--- config.mk ---
export PLATFORM = sky130hd
export DESIGN_NAME = sb_cfg_gen2
export DESIGN_NICKNAME = d
export VERILOG_FILES = /design/src/rtl/sb_cfg_pkg.sv /design/src/rtl/sb_cfg_loader.sv /design/src/rtl/sb_cfg_gen2.sv
export SDC_FILE = /design/constraint.sdc
export NUM_CORES = 1
export LEC_CHECK = 0
export BUFFER_PORTS_ARGS = -buffer_cell sky130_fd_sc_hd__buf_2
export CAP_MARGIN = 20
export CORE_ASPECT_RATIO = 1.4
export CORE_MARGIN = 8
export CORE_UTILIZATION = 50
export DETAILED_ROUTE_END_ITERATION = 16
export PLACE_DENSITY = 0.74
export SYNTH_ARGS = -nofsm -noshare
export SYNTH_HDL_FRONTEND = slang
export SYNTH_SLANG_ARGS = --single-unit
--- constraint.sdc ---
create_clock -name clk -period 1.85 [get_ports clk]
set_clock_uncertainty 0.15 [all_clocks]
set_input_delay 0.185 -clock clk [delete_from_list [all_inputs] [get_ports clk]]
set_output_delay 0.185 -clock clk [all_outputs]
set_load 0.02 [all_outputs]
--- src/rtl/sb_cfg_pkg.sv ---
// Shared side indices, select encodings and loader state encoding for the
// sb_cfg_gen2 switch box and its configuration loader.
package sb_cfg_pkg;

  localparam int NUM_SIDES = 4;
  localparam int SIDE_N    = 0;
  localparam int SIDE_E    = 1;
  localparam int SIDE_S    = 2;
  localparam int SIDE_W    = 3;

  localparam logic [1:0] SEL_OFF = 2'd0;
  localparam logic [1:0] SEL_CW1 = 2'd1;
  localparam logic [1:0] SEL_CW2 = 2'd2;
  localparam logic [1:0] SEL_CW3 = 2'd3;

  typedef enum logic [2:0] {
    ST_IDLE,
    ST_HDR,
    ST_LOAD,
    ST_PAR,
    ST_COMMIT
  } loader_state_t;

  // Side reached by stepping clockwise 'step' positions from 'side'.
  function automatic int cwSide(input int side, input int step);
    return (side + step) % NUM_SIDES;
  endfunction

endpackage

--- src/rtl/sb_cfg_loader.sv ---
// Serial, address-filtered configuration loader with shadow/active registers.
// Defining SB_CFG_PARITY_EN adds a trailing even-parity bit and a sticky error.
module sb_cfg_loader
  import sb_cfg_pkg::*;
#(
  parameter int ID_WIDTH = 3,
  parameter int ID       = 5,
  parameter int CFG_SIZE = 128
) (
  input  logic                clk,
  input  logic                crst_n,
  input  logic                i_start,
  input  logic                i_bit,
  output logic                o_start,
  output logic                o_bit,
  output logic                o_valid,
  output logic                o_busy,
  output logic                o_err,
  output logic [CFG_SIZE-1:0] o_cfg
);

  localparam int                CNT_W     = $clog2(CFG_SIZE + ID_WIDTH + 1);
  localparam logic [ID_WIDTH-1:0] HDR_ID    = ID_WIDTH'(ID);
  localparam logic [ID_WIDTH-1:0] HDR_BCAST = '1;

  loader_state_t       r_state;
  logic [CNT_W-1:0]    r_cnt;
  logic [ID_WIDTH-1:0] r_hdr;
  logic [CFG_SIZE-1:0] r_shadow;
  logic [CFG_SIZE-1:0] r_active;
  logic                r_valid;
  logic                r_fwdStart;
  logic                r_fwdBit;
`ifdef SB_CFG_PARITY_EN
  logic                r_par;
  logic                r_err;
`endif

  logic [ID_WIDTH-1:0] w_hdrNext;
  logic                w_hdrMatch;

  assign w_hdrNext  = (r_hdr << 1) | ID_WIDTH'(i_bit);
  assign w_hdrMatch = (w_hdrNext == HDR_ID) || (w_hdrNext == HDR_BCAST);

  always_ff @(posedge clk or negedge crst_n) begin
    if (!crst_n) begin
      r_state    <= ST_IDLE;
      r_cnt      <= '0;
      r_hdr      <= '0;
      r_shadow   <= '0;
      r_active   <= '0;
      r_valid    <= 1'b0;
      r_fwdStart <= 1'b0;
      r_fwdBit   <= 1'b0;
`ifdef SB_CFG_PARITY_EN
      r_par      <= 1'b0;
      r_err      <= 1'b0;
`endif
    end else begin
      r_fwdStart <= i_start;
      r_fwdBit   <= i_bit;

      if (r_state == ST_COMMIT) begin
        r_active <= r_shadow;
        r_valid  <= 1'b1;
      end

      // A start bit always opens a new header, whatever frame was in flight.
      if (i_start) begin
        r_state  <= ST_HDR;
        r_hdr    <= ID_WIDTH'(i_bit);
        r_cnt    <= CNT_W'(1);
        r_shadow <= '0;
`ifdef SB_CFG_PARITY_EN
        r_par    <= 1'b0;
`endif
      end else begin
        case (r_state)
          ST_IDLE: ;
          ST_HDR: begin
            r_hdr <= w_hdrNext;
            if (r_cnt == CNT_W'(ID_WIDTH - 1)) begin
              r_cnt   <= '0;
              r_state <= w_hdrMatch ? ST_LOAD : ST_IDLE;
            end else begin
              r_cnt <= r_cnt + CNT_W'(1);
            end
          end
          ST_LOAD: begin
            r_shadow <= {r_shadow[CFG_SIZE-2:0], i_bit};
`ifdef SB_CFG_PARITY_EN
            r_par    <= r_par ^ i_bit;
`endif
            if (r_cnt == CNT_W'(CFG_SIZE - 1)) begin
              r_cnt <= '0;
`ifdef SB_CFG_PARITY_EN
              r_state <= ST_PAR;
`else
              r_state <= ST_COMMIT;
`endif
            end else begin
              r_cnt <= r_cnt + CNT_W'(1);
            end
          end
`ifdef SB_CFG_PARITY_EN
          ST_PAR: begin
            if (r_par ^ i_bit) begin
              r_err   <= 1'b1;
              r_state <= ST_IDLE;
            end else begin
              r_state <= ST_COMMIT;
            end
          end
`endif
          ST_COMMIT: r_state <= ST_IDLE;
          default:   r_state <= ST_IDLE;
        endcase
      end
    end
  end

  assign o_cfg   = r_active;
  assign o_valid = r_valid;
  assign o_busy  = (r_state != ST_IDLE);
  assign o_start = r_fwdStart;
  assign o_bit   = r_fwdBit;
`ifdef SB_CFG_PARITY_EN
  assign o_err   = r_err;
`else
  assign o_err   = 1'b0;
`endif

endmodule

--- src/rtl/sb_cfg_gen2.sv ---
// Four-sided fabric switch box with per-track 2-bit selects driven by a
// daisy-chained config loader (optional parity via SB_CFG_PARITY_EN).
module sb_cfg_gen2
  import sb_cfg_pkg::*;
#(
  parameter int CHN_WIDTH = 16,
  parameter int ID_WIDTH  = 3,
  parameter int ID        = 5
) (
  input  logic                 clk,
  input  logic                 crst_n,
  input  logic [CHN_WIDTH-1:0] north_in,
  input  logic [CHN_WIDTH-1:0] east_in,
  input  logic [CHN_WIDTH-1:0] south_in,
  input  logic [CHN_WIDTH-1:0] west_in,
  output logic [CHN_WIDTH-1:0] north_out,
  output logic [CHN_WIDTH-1:0] east_out,
  output logic [CHN_WIDTH-1:0] south_out,
  output logic [CHN_WIDTH-1:0] west_out,
  input  logic                 cfg_in_start,
  input  logic                 cfg_bit_in,
  output logic                 cfg_out_start,
  output logic                 cfg_bit_out,
  output logic                 cfg_valid,
  output logic                 cfg_busy,
  output logic                 cfg_err
);

  localparam int CFG_SIZE = 8 * CHN_WIDTH;

  logic [CFG_SIZE-1:0]  w_cfg;
  logic [CHN_WIDTH-1:0] w_in  [NUM_SIDES];
  logic [CHN_WIDTH-1:0] w_out [NUM_SIDES];

  assign w_in[SIDE_N] = north_in;
  assign w_in[SIDE_E] = east_in;
  assign w_in[SIDE_S] = south_in;
  assign w_in[SIDE_W] = west_in;

  assign north_out = w_out[SIDE_N];
  assign east_out  = w_out[SIDE_E];
  assign south_out = w_out[SIDE_S];
  assign west_out  = w_out[SIDE_W];

  sb_cfg_loader #(
    .ID_WIDTH (ID_WIDTH),
    .ID       (ID),
    .CFG_SIZE (CFG_SIZE)
  ) u_loader (
    .clk     (clk),
    .crst_n  (crst_n),
    .i_start (cfg_in_start),
    .i_bit   (cfg_bit_in),
    .o_start (cfg_out_start),
    .o_bit   (cfg_bit_out),
    .o_valid (cfg_valid),
    .o_busy  (cfg_busy),
    .o_err   (cfg_err),
    .o_cfg   (w_cfg)
  );

  // Only clockwise neighbours are selectable, so a U-turn cannot be encoded.
  for (genvar s = 0; s < NUM_SIDES; s++) begin : g_side
    localparam int CW1 = cwSide(s, 1);
    localparam int CW2 = cwSide(s, 2);
    localparam int CW3 = cwSide(s, 3);
    for (genvar t = 0; t < CHN_WIDTH; t++) begin : g_track
      logic [1:0] w_sel;
      assign w_sel = w_cfg[2*(s*CHN_WIDTH+t) +: 2];
      assign w_out[s][t] = (w_sel == SEL_CW1) ? w_in[CW1][t] :
                           (w_sel == SEL_CW2) ? w_in[CW2][t] :
                           (w_sel == SEL_CW3) ? w_in[CW3][t] : 1'b0;
    end
  end

endmodule

==> summary.txt, run 1 <==
Timing
  – Worst Slack Setup Final: -38.80 ps
  – Slew of the pin with the lowest slew margin: 760.2 ps
  – Final hold slack: 23.88 ps
  – Setup repair after global routing missed its margin: yes
  – Pins Over Slew Limit: 0
  – Setup TNS: -311.4 ps
  – Final setup viols: 35
  – Worst rel slew slack: 49.32%
  – Endpoints failing hold: 0
  – Fin crit share: 102.1%
  – Max Clk Rate: 0.5294 GHz
  – Min Tclk post-route: 1889 ps

Power and ir drop
  – VDD IR max: 0.0005491 V
  – Switching power total: 2.597 mW
  – Power per standard cell area: 754.7 mW/mm^2
  – Internal power: 9.506 mW
  – Combinational Power Share: 6.0%
  – Tot Pwr: 12.10 mW
  – Share of power burned in registers: 49.8%
  – LEAKAGE: 7.454 nW
  – Net Sw Frac: 21.45%
  – Clk pwr share: 44.2%

Synthesis
  – Seq/Total Area, Yosys: 56.24%
  – Synth unique cells: 39
  – Share of synthesized registers carrying an async set or reset: 100.0%
  – Syn Nets: 1,238
  – Count leader, synth: nand2_1
  – Post-synth EDFFs: 0
  – Cells after synthesis: 1,168
  – Ranking of synthesized cells by area: dfrtp_1, mux2_2, nand2_1
  – Mapped cell area: 0.01210 mm^2
  – Post-synth top flop: dfrtp_1
  – Yosys warning total: 0
  – Top cells by count, synth: nand2_1, dfrtp_1, mux2_2
  – Synth area leader: dfrtp_1
  – Synth top area share: 56.24%
  – #FFs+latches synth: 272
  – Syn_area_per_cell: 10.36 um^2

Floorplanning
  – Die Y: 200.1 um
  – Core Rows: 67
  – Die footprint: 0.02951 mm^2
  – Starting density of the core: 50.66%
  – # IOs: 137
  – Die X-Extent: 147.5 um
  – Floorplan core area: 0.02389 mm^2

CTS
  – Clk buf depth: 3
  – Clock latency at the later pin of the worst-skew pair: 510 ps
  – CTS clock-pin slew for the worst setup and hold paths: 60 ps
  – CTS HTree Levels: 1
  – Cts bufs inserted: 25
  – CTS Sinks: 272
  – CTS Root Cell: clkbuf_16
  – CTS tree: done

Route
  – Wire per inst: 18.34 um
  – Via/cell ratio: 5.577
  – First DRT Iteration DRCs: 665
  – Routed vias: 9,598
  – ANT nets after route: 0
  – Final routed DRC violation total: 0
  – Initial DRT Pass Iterations: 5
  – Drt total wl: 31,560 um

Worst setup path
  – Crit Path Category: flip-flop to primary output
  – FF-to-FF setup slack: -20 ps
  – Setup crit start kind: flip-flop
  – CP required: 1510 ps
  – Critical Path Sink Type: primary output
  – R2R depth: 5
  – CP max-delay cell: dfrtp_2
  – R2R Path Start: u_loader.r_state[0]$_DFFE_PN0P_
  – Largest stage delay on the critical path: 440 ps
  – R2r endpoint: u_loader.o_cfg[6]$_DFFE_PN0N_
  – Worst EP arrival: 1550 ps
  – Critical path, cell by cell: mux2_4 > nand2_2 > o21ai_1 > buf_4
  – CP Max Fanout: 3

Run
  – Max cap viols: 0

Finish
  – Area delta synth->final: 32.49%
  – # diodes: 0
  – NumNets Final: 1,465
  – Share of cells above drive strength 1: 40.75%
  – Finished Layout Cells: 1,721

Outcome
  – Failing checks: negative setup slack
  – Status: complete, but fails checks

Placement
  – HPWL Detailed: 17,680 um
  – Placed instance count: 1,586
  – GP Congestion: 0.7710
  – Pre-CTS WS: 10.23 ps
  – IO Port Bufs: 135

Global routing
  – Vias in the first global route: 9,446
  – Total grt overflow: 0
  – Largest net degree at the start of global routing: 74
  – Met3 GRT Util: 2.120%
  – First-pass GRT wire length: 46,260 um
  – Layer with the highest usage: met2
  – Overall Global Routing Usage: 18.79%
  – Met2 usage: 34.13%
  – M1 GR Usage: 22.59%
  – Initial antenna violation count: 0

Min path
  – Hold Path Class: input pin to async pin
## critical path, delay by kind of cell, from the launching register on
kind | cells | cell delay, ps
multiplexers | 1 | 320
AO/OA/AOI/OAI | 1 | 60
flip-flops | 1 | 440
AND/OR/NAND/NOR | 1 | 60
buffers and inverters | 1 | 160
## through the flow
step	util (%)	area, um^2
6_report	67.12	16040
5_1_grt	67.12	16040
4_1_cts	62.21	14860
3_5_place_dp	55.71	13310
3_3_place_gp	55.71	13310
2_1_floorplan	-	12100
## state kept, by name, indices dropped and copies added (netlist names)
signal and count:
u_loader.r_cnt 8, u_loader.o_valid 1, u_loader.r_state 3, u_loader.o_start 1, u_loader.o_bit 1, u_loader.o_cfg 128
u_loader.r_shadow 128, u_loader.r_hdr 2
## area by class of cell
class	count	area, um^2
inverter	5	18.77
clock inverter	7	113.9
clock buffer	36	747.0
tap	310	387.9
sequential	272	6814
timing repair buffer	260	2231
fill	1694	7856
multi-input combinational	831	5723
## cells in the final DEF, fill, tap and decap left out, types with 3 or more instances in the layout
cell type,netlist,routed
a21oi_1,129,126
a21oi_2,0,3
buf_12,0,12
buf_2,39,76
buf_4,2,118
buf_6,0,41
bufinv_16,0,3
clkbuf_1,19,3
clkbuf_16,0,32
clkbuf_8,0,8
clkinv_2,0,3
dfrtp_1,272,266
dfrtp_2,0,6
dlygate4sd3_1,0,3
inv_1,5,4
mux2_1,35,28
mux2_2,158,66
mux2_4,0,99
nand2_1,394,346
nand2_2,0,48
o211ai_1,4,4
o21ai_0,67,3
o21ai_1,2,29
o21ai_2,0,37
or2_2,3,3
or3_1,5,4
## worst max path at each step
| stage | start | to | slack [ps] | cells after the start |
|---|---|---|---|---|
| finish | u_loader.o_cfg[61]$_DFFE_PN0N_ | east_out[14] | -40 | 4 |
| global route | u_loader.r_state[1]$_DFFE_PN0P_ | u_loader.r_cnt[2]$_DFFE_PN0P_ | -130 | 5 |
| CTS | u_loader.o_cfg[33]$_DFFE_PN0N_ | east_out[0] | -70 | 4 |
| detailed placement | u_loader.r_cnt[0]$_DFFE_PN0P_ | u_loader.r_cnt[2]$_DFFE_PN0P_ | 10 | 6 |
| global placement | u_loader.r_state[0]$_DFFE_PN0P_ | u_loader.o_cfg[48]$_DFFE_PN0N_ | 70 | 3 |
| floorplan | u_loader.r_state[0]$_DFFE_PN0P_ | u_loader.o_cfg[118]$_DFFE_PN0N_ | 210 | 4 |
## layer usage
layer | wire [um] | vias to the layer above
met5 | 0 | -
met4 | 1337 | 0
met3 | 1176 | 94
met2 | 16730 | 270
met1 | 12310 | 4824
li1 | - | 4410
## timing repair
action,in CTS,in global routing
buffers inserted,58,23
pin swaps,9,23
setup endpoints to repair,62,276
hold buffers,3,0
hold endpoints to repair,285,0
gates cloned,0,8
resized for setup,94,280
## cell families after synthesis
logic type               Yosys count  synth area share, %
AO/OA/AOI/OAI                    215                9.346
XOR/XNOR                           1              0.07238
adder cells (fa/ha/maj)            2               0.2067
buffers and inverters             65                2.481
flip-flops                       272                56.24
multiplexers                     194                18.04
other                              1              0.03098
AND/OR/NAND/NOR                  418                13.58
## power groups by stage
stage          sequential, mW  clock [mW]  combinational, mW
6_report                 6.03        5.35              0.728
5_1_grt                  6.03        5.66              0.794
4_1_cts                  6.01        5.41              0.614
3_5_place_dp             6.13           0              0.546
3_3_place_gp             6.13           0              0.531
2_1_floorplan            6.12           0              0.229
No activity file was read; power rests on OpenSTA's default activity.
==> run 2, diff against run 1 <==
Settings changed: RECOVER_POWER set to 100.
==> run 2 against run 1 <==
Against the previous run:
- the run still ends with negative setup slack left
- first-iteration DRC count down 5.6%
- register-to-register slack hardly changed
- critical path depth is the same
- sequential share of layout area grew 0.53 points
- setup slack is essentially flat
- maximum frequency about the same
- highest routed layer unchanged
==> summary.txt, run 2 (synthesized netlist as in run 1, its figures left out) <==
Timing
  – Setup TNS: -182.0 ps (+129.3 ps)
  – Final setup viols: 14 (-60%)
  – Setup repair after global routing missed its margin: yes
  – Pins Over Slew Limit: 0 (unchanged)
  – Fin crit share: 102.1% (about the same)
  – Slew of the pin with the lowest slew margin: 924.2 ps (+164.1 ps)
  – Worst Slack Setup Final: -38.74 ps (+0.06030 ps)
  – Final hold slack: 8.126 ps (-15.75 ps)
  – Endpoints failing hold: 0 (unchanged)
  – Min Tclk post-route: 1889 ps (-0.06030 ps)
  – Worst rel slew slack: 38.39% (-11 points)
  – Max Clk Rate: 0.5295 GHz (about the same)

Route
  – First DRT Iteration DRCs: 628 (-5.6%)
  – Routed vias: 9,618 (+0.21%)
  – Via/cell ratio: 5.589 (+0.21%)
  – Initial DRT Pass Iterations: 5 (unchanged)
  – Drt total wl: 31,520 um (-0.12%)
  – Wire per inst: 18.32 um (-0.12%)
  – ANT nets after route: 0 (unchanged)
  – Final routed DRC violation total: 0 (unchanged)

Placement
  – IO Port Bufs: 135 (unchanged)
  – Pre-CTS WS: 10.23 ps (unchanged)
  – HPWL Detailed: 17,680 um (unchanged)
  – GP Congestion: 0.7710 (unchanged)

Worst setup path
  – Worst EP arrival: 1550 ps (about the same)
  – CP Max Fanout: 3 (unchanged)
  – Critical Path Sink Type: primary output
  – R2R depth: 5 (unchanged)
  – R2r endpoint: u_loader.r_cnt[5]$_DFFE_PN0P_
  – R2R Path Start: u_loader.r_state[1]$_DFFE_PN0P_
  – FF-to-FF setup slack: -10 ps (about the same)
  – Setup crit start kind: flip-flop
  – Crit Path Category: flip-flop to primary output
  – CP required: 1510 ps (about the same)

CTS
  – Clk buf depth: 3 (unchanged)
  – CTS clock-pin slew for the worst setup and hold paths: 60 ps (about the same)
  – CTS Sinks: 272 (unchanged)
  – Cts bufs inserted: 25 (unchanged)
  – CTS tree: done
  – Clock latency at the later pin of the worst-skew pair: 510 ps (about the same)
  – CTS Root Cell: clkbuf_16
  – CTS HTree Levels: 1 (unchanged)

Outcome
  – Status: complete, but fails checks
  – Failing checks: negative setup slack

Power and ir drop
  – Power per standard cell area: 761.3 mW/mm^2 (+0.87%)
  – LEAKAGE: 7.386 nW (-0.91%)
  – VDD IR max: 0.0005524 V (+0.59%)
  – Tot Pwr: 12.06 mW (-0.38%)

Finish
  – Post-Route Utilization: 66.29% (-0.83 points)
  – Most frequent cells in the layout: nand2_1, dfrtp_1, a21oi_1, buf_4, mux2_4
  – Most common cell after layout, fill and taps aside: nand2_1
  – Area delta synth->final: 30.86%
  – NumNets Final: 1,465 (unchanged)
  – Share of cells above drive strength 1: 39.69% (-1.1 points)
  – # diodes: 0 (unchanged)
  – Fill cells: 1,744 (+3.0%)

Floorplanning
  – Die X-Extent: 147.5 um (unchanged)
  – Core Rows: 67 (unchanged)
  – # IOs: 137 (unchanged)
  – Starting density of the core: 50.66% (unchanged)
  – Die Y: 200.1 um (unchanged)
  – Floorplan core area: 0.02389 mm^2 (unchanged)
  – Die footprint: 0.02951 mm^2 (unchanged)

Global routing
  – Overall Global Routing Usage: 18.79% (unchanged)
  – First-pass GRT wire length: 46,260 um (unchanged)
  – Largest net degree at the start of global routing: 74 (unchanged)
  – Vias in the first global route: 9,446 (unchanged)
  – Total grt overflow: 0 (unchanged)
  – Initial antenna violation count: 0 (unchanged)

Min path
  – Hold Path Class: input pin to async pin

Run
  – Max cap viols: 0 (unchanged)
-- run 2: cell types whose count changed in the layout (fill, tap and decap cells not counted), sizes merged --
| cell | change |
|---|---|
| clkbuf | +16 |
| buf | -16 |
-- run 2: timing repair --
action / 4_1_cts / 5_1_grt
cloned: 0 / 8
setup endpoints to repair: 62 / 276
hold endpoints to repair: 285 / 0
hold buffers: 3 / 0
pin swaps: 9 / 23
setup buffers: 58 / 23
gates resized for setup: 94 / 280
-- run 2: power breakdown --
group / switching [mW] / internal [mW]
Sequential: 0.0405 / 5.98
Combinational: 0.408 / 0.283
Clock: 2.13 / 3.21
-- run 2: worst max-delay path by stage --
stage | from | end | slack, ps | depth (start not counted)
global route | u_loader.r_state[1]$_DFFE_PN0P_ | u_loader.r_cnt[2]$_DFFE_PN0P_ | -130 | 5
finish | u_loader.o_cfg[61]$_DFFE_PN0N_ | east_out[14] | -40 | 4
detailed placement | u_loader.r_cnt[0]$_DFFE_PN0P_ | u_loader.r_cnt[2]$_DFFE_PN0P_ | 10 | 6
global placement | u_loader.r_state[0]$_DFFE_PN0P_ | u_loader.o_cfg[48]$_DFFE_PN0N_ | 70 | 3
floorplan | u_loader.r_state[0]$_DFFE_PN0P_ | u_loader.o_cfg[118]$_DFFE_PN0N_ | 210 | 4
CTS | u_loader.o_cfg[33]$_DFFE_PN0N_ | east_out[0] | -70 | 4
-- run 2: layout make-up --
cell class / instances / area (um^2) / area share [%]
tap: 310 / 387.9 / 2.449
sequential: 272 / 6814 / 43.02
multi-input combinational: 831 / 5694 / 35.95
inverter: 5 / 18.77 / 0.1185
clock inverter: 7 / 113.9 / 0.7189
timing repair buffer: 260 / 2062 / 13.02
clock buffer: 36 / 747.0 / 4.716
-- run 2: critical path: stages, from the launching register on --
cell     delay, ps
dfrtp_2        440
mux2_4         320
nand2_2         60
o21ai_1         60
buf_4          160
-- run 2: metal layers --
layer / GRT usage (%) / part of all wire (%)
met1: 22.59 / 39
met5: 0 / 0
met4: 7.083 / 4.4
met3: 2.120 / 3.8
met2: 34.13 / 53
-- run 2: through the flow --
stage	cells	instance area [um^2]
after floorplan	1168	12100
after global placement	1586	13310
after detailed placement	1586	13310
after CTS	1690	14860
after global routing	1721	15840
final	1721	15840
==> run 3, diff against run 2 <==
Settings changed: ABC_CLOCK_PERIOD_IN_PS set to 1850, CORE_ASPECT_RATIO 1.4 to unset, RECOVER_POWER 100 to 50.
==> run 3 against run 2 <==
Against the previous run:
- the run still ends with negative setup slack left
- critical path depth did not move
- core utilization decreased by 0.75 points
- final area fell by 0.54%
- global-route usage is 0.56 points higher
- combinational power is 3.2% lower
- sequential share of layout area increased by 0.20 points
- non-clock buffer count is 15 lower
- clock power shrank 3%
- power shrank 1.3%
- die area decreased by 0.24%
- hold slack gained 240 ps
- largest power group unchanged
==> summary.txt, run 3 (synthesized netlist as in run 1, its figures left out) <==
Global routing
  – Total grt overflow: 0 (unchanged)
  – First-pass GRT wire length: 47,180 um (+2.0%)
  – Overall Global Routing Usage: 19.34% (+0.56 points)
  – Largest net degree at the start of global routing: 110 (+49%)
  – Vias in the first global route: 9,443 (-0.032%)
  – Initial antenna violation count: 0 (unchanged)

Power and ir drop
  – VDD IR max: 0.0005666 V (+2.6%)
  – LEAKAGE: 7.334 nW (-0.71%)
  – Tot Pwr: 11.90 mW (-1.3%)
  – Power per standard cell area: 755.5 mW/mm^2 (-0.76%)

Worst setup path
  – Setup crit start kind: flip-flop
  – CP Max Fanout: 3 (unchanged)
  – CP required: 1510 ps (about the same)
  – Crit Path Category: flip-flop to primary output
  – R2R depth: 7 (+2)
  – R2R Path Start: u_loader.r_state[2]$_DFFE_PN0P_
  – FF-to-FF setup slack: 0 ps (about the same)
  – R2r endpoint: u_loader.r_cnt[2]$_DFFE_PN0P_
  – Critical Path Sink Type: primary output
  – Worst EP arrival: 1550 ps (about the same)

Route
  – ANT nets after route: 0 (unchanged)
  – Routed vias: 9,485 (-1.4%)
  – Wire per inst: 17.80 um (-2.8%)
  – Drt total wl: 30,640 um (-2.8%)
  – Routed metal-1 wire length: 13,460 um (+10%)
  – Final routed DRC violation total: 0 (unchanged)
  – DR WL met2: 15,290 um (-8.6%)
  – Metal3 WL: 1364 um (+13%)
  – Initial DRT Pass Iterations: 5 (unchanged)
  – Via/cell ratio: 5.508 (-1.4%)
  – First DRT Iteration DRCs: 777 (+24%)
  – Highest Signal Layer: met4

CTS
  – Cts bufs inserted: 27 (+8.0%)
  – CTS tree: done
  – CTS Root Cell: clkbuf_16
  – CTS Sinks: 272 (unchanged)
  – Clk buf depth: 3 (unchanged)
  – Clock latency at the later pin of the worst-skew pair: 520 ps (about the same)
  – CTS HTree Levels: 1 (unchanged)
  – CTS clock-pin slew for the worst setup and hold paths: 60 ps (about the same)

Floorplanning
  – Die footprint: 0.02944 mm^2 (-0.24%)
  – Die X-Extent: 171.6 um (+16%)
  – Starting density of the core: 50.36% (-0.30 points)
  – Floorplan core area: 0.02403 mm^2 (+0.60%)
  – # IOs: 137 (unchanged)
  – Die Y: 171.6 um (-14%)
  – Core Rows: 57 (-15%)

Min path
  – Hold-critical path depth: 2
  – Endpoint, Worst Hold: u_loader.o_bit$_DFF_PN0_
  – Hold_sp: cfg_bit_in
  – Hold Path Class: input pin to flip-flop

Timing
  – Max Clk Rate: 0.5295 GHz (about the same)
  – Endpoints failing hold: 0 (unchanged)
  – Worst rel slew slack: 17.07% (-21 points)
  – Final hold slack: 248.0 ps (+239.9 ps)
  – Pins Over Slew Limit: 0 (unchanged)
  – Setup repair after global routing missed its margin: yes
  – Final setup viols: 16 (+2)
  – Slew of the pin with the lowest slew margin: 1244 ps (+319.7 ps)
  – Min Tclk post-route: 1889 ps (-0.04170 ps)
  – Worst Slack Setup Final: -38.69 ps (+0.04170 ps)
  – Fin crit share: 102.1% (about the same)

Placement
  – IO Port Bufs: 135 (unchanged)
  – HPWL Detailed: 17,260 um (-2.3%)
  – Placed instance count: 1,599 (+0.82%)
  – GP Congestion: 0.8072 (+4.7%)

Finish
  – NumNets Final: 1,452 (-0.89%)
  – Most common cell after layout, fill and taps aside: nand2_1
  – Most frequent cells in the layout: nand2_1, dfrtp_1, a21oi_1, buf_4, mux2_2
  – Finished Layout Cells: 1,722 (+0.058%)
  – # diodes: 0 (unchanged)
  – Share of cells above drive strength 1: 38.63% (-1.1 points)
  – Area delta synth->final: 30.15%

Outcome
  – Status: complete, but fails checks
  – Failing checks: negative setup slack

Run
  – Max cap viols: 0 (unchanged)
[run 3: area by class of cell]
| class | count | area (um^2) |
|---|---|---|
| Clock buffer | 38 | 767.0 |
| Clock inverter | 7 | 62.56 |
| Fill cell | 1747 | 8283 |
| Inverter | 5 | 18.77 |
| Multi-Input combinational cell | 831 | 5595 |
| Sequential cell | 272 | 6809 |
| Tap cell | 324 | 405.4 |
| Timing Repair Buffer | 245 | 2093 |
[run 3: worst max-delay path by stage]
stage	from	slack (ps)	to
floorplan	u_loader.r_state[0]$_DFFE_PN0P_	210	u_loader.o_cfg[118]$_DFFE_PN0N_
global placement	u_loader.r_state[0]$_DFFE_PN0P_	90	u_loader.o_cfg[76]$_DFFE_PN0N_
detailed placement	u_loader.r_cnt[0]$_DFFE_PN0P_	-20	u_loader.r_cnt[2]$_DFFE_PN0P_
CTS	u_loader.o_cfg[79]$_DFFE_PN0N_	-50	south_out[7]
global route	u_loader.o_cfg[79]$_DFFE_PN0N_	-80	south_out[7]
finish	u_loader.o_cfg[79]$_DFFE_PN0N_	-40	south_out[7]
[run 3: power by group]
group	leakage, nW	switching (mW)	total, mW	internal, mW
registers	3.78	0.0484	6.03	5.98
logic	3.14	0.389	0.669	0.280
clock network	0.410	2.20	5.20	3.00
[run 3: stage by stage]
stage	worst slack, ps	utilization (%)	area [um^2]	TNS [ps]
6_report	-38.69	65.54	15750	-204.5
5_1_grt	-75.48	65.54	15750	-2387
4_1_cts	-54.55	62.21	14950	-524.7
3_5_place_dp	-23.89	55.73	13400	-23.89
3_3_place_gp	94.82	55.73	13400	0
2_1_floorplan	205.2	-	12100	0
[run 3: what timing repair did]
action / 4_1_cts / 5_1_grt
endpoints found under the hold margin: 277 / 0
endpoints found under the setup margin: 66 / 136
gates resized for setup: 129 / 206
hold buffers: 4 / 0
cloned: 0 / 5
buffers inserted: 56 / 13
pin swaps: 21 / 17
[run 3: critical path: stages (launching register included)]
cell and delay, ps:
dfrtp_1 430, mux2_4 330, nand2_2 70, o21ai_2 60
buf_6 130
[run 3: metal layers]
metal  vias to the layer above  track usage (%)
li1                       4387                -
met1                      4825            26.64
met2                       231            31.82
met3                        42            2.892
met4                         0            4.726
met5                         -                0
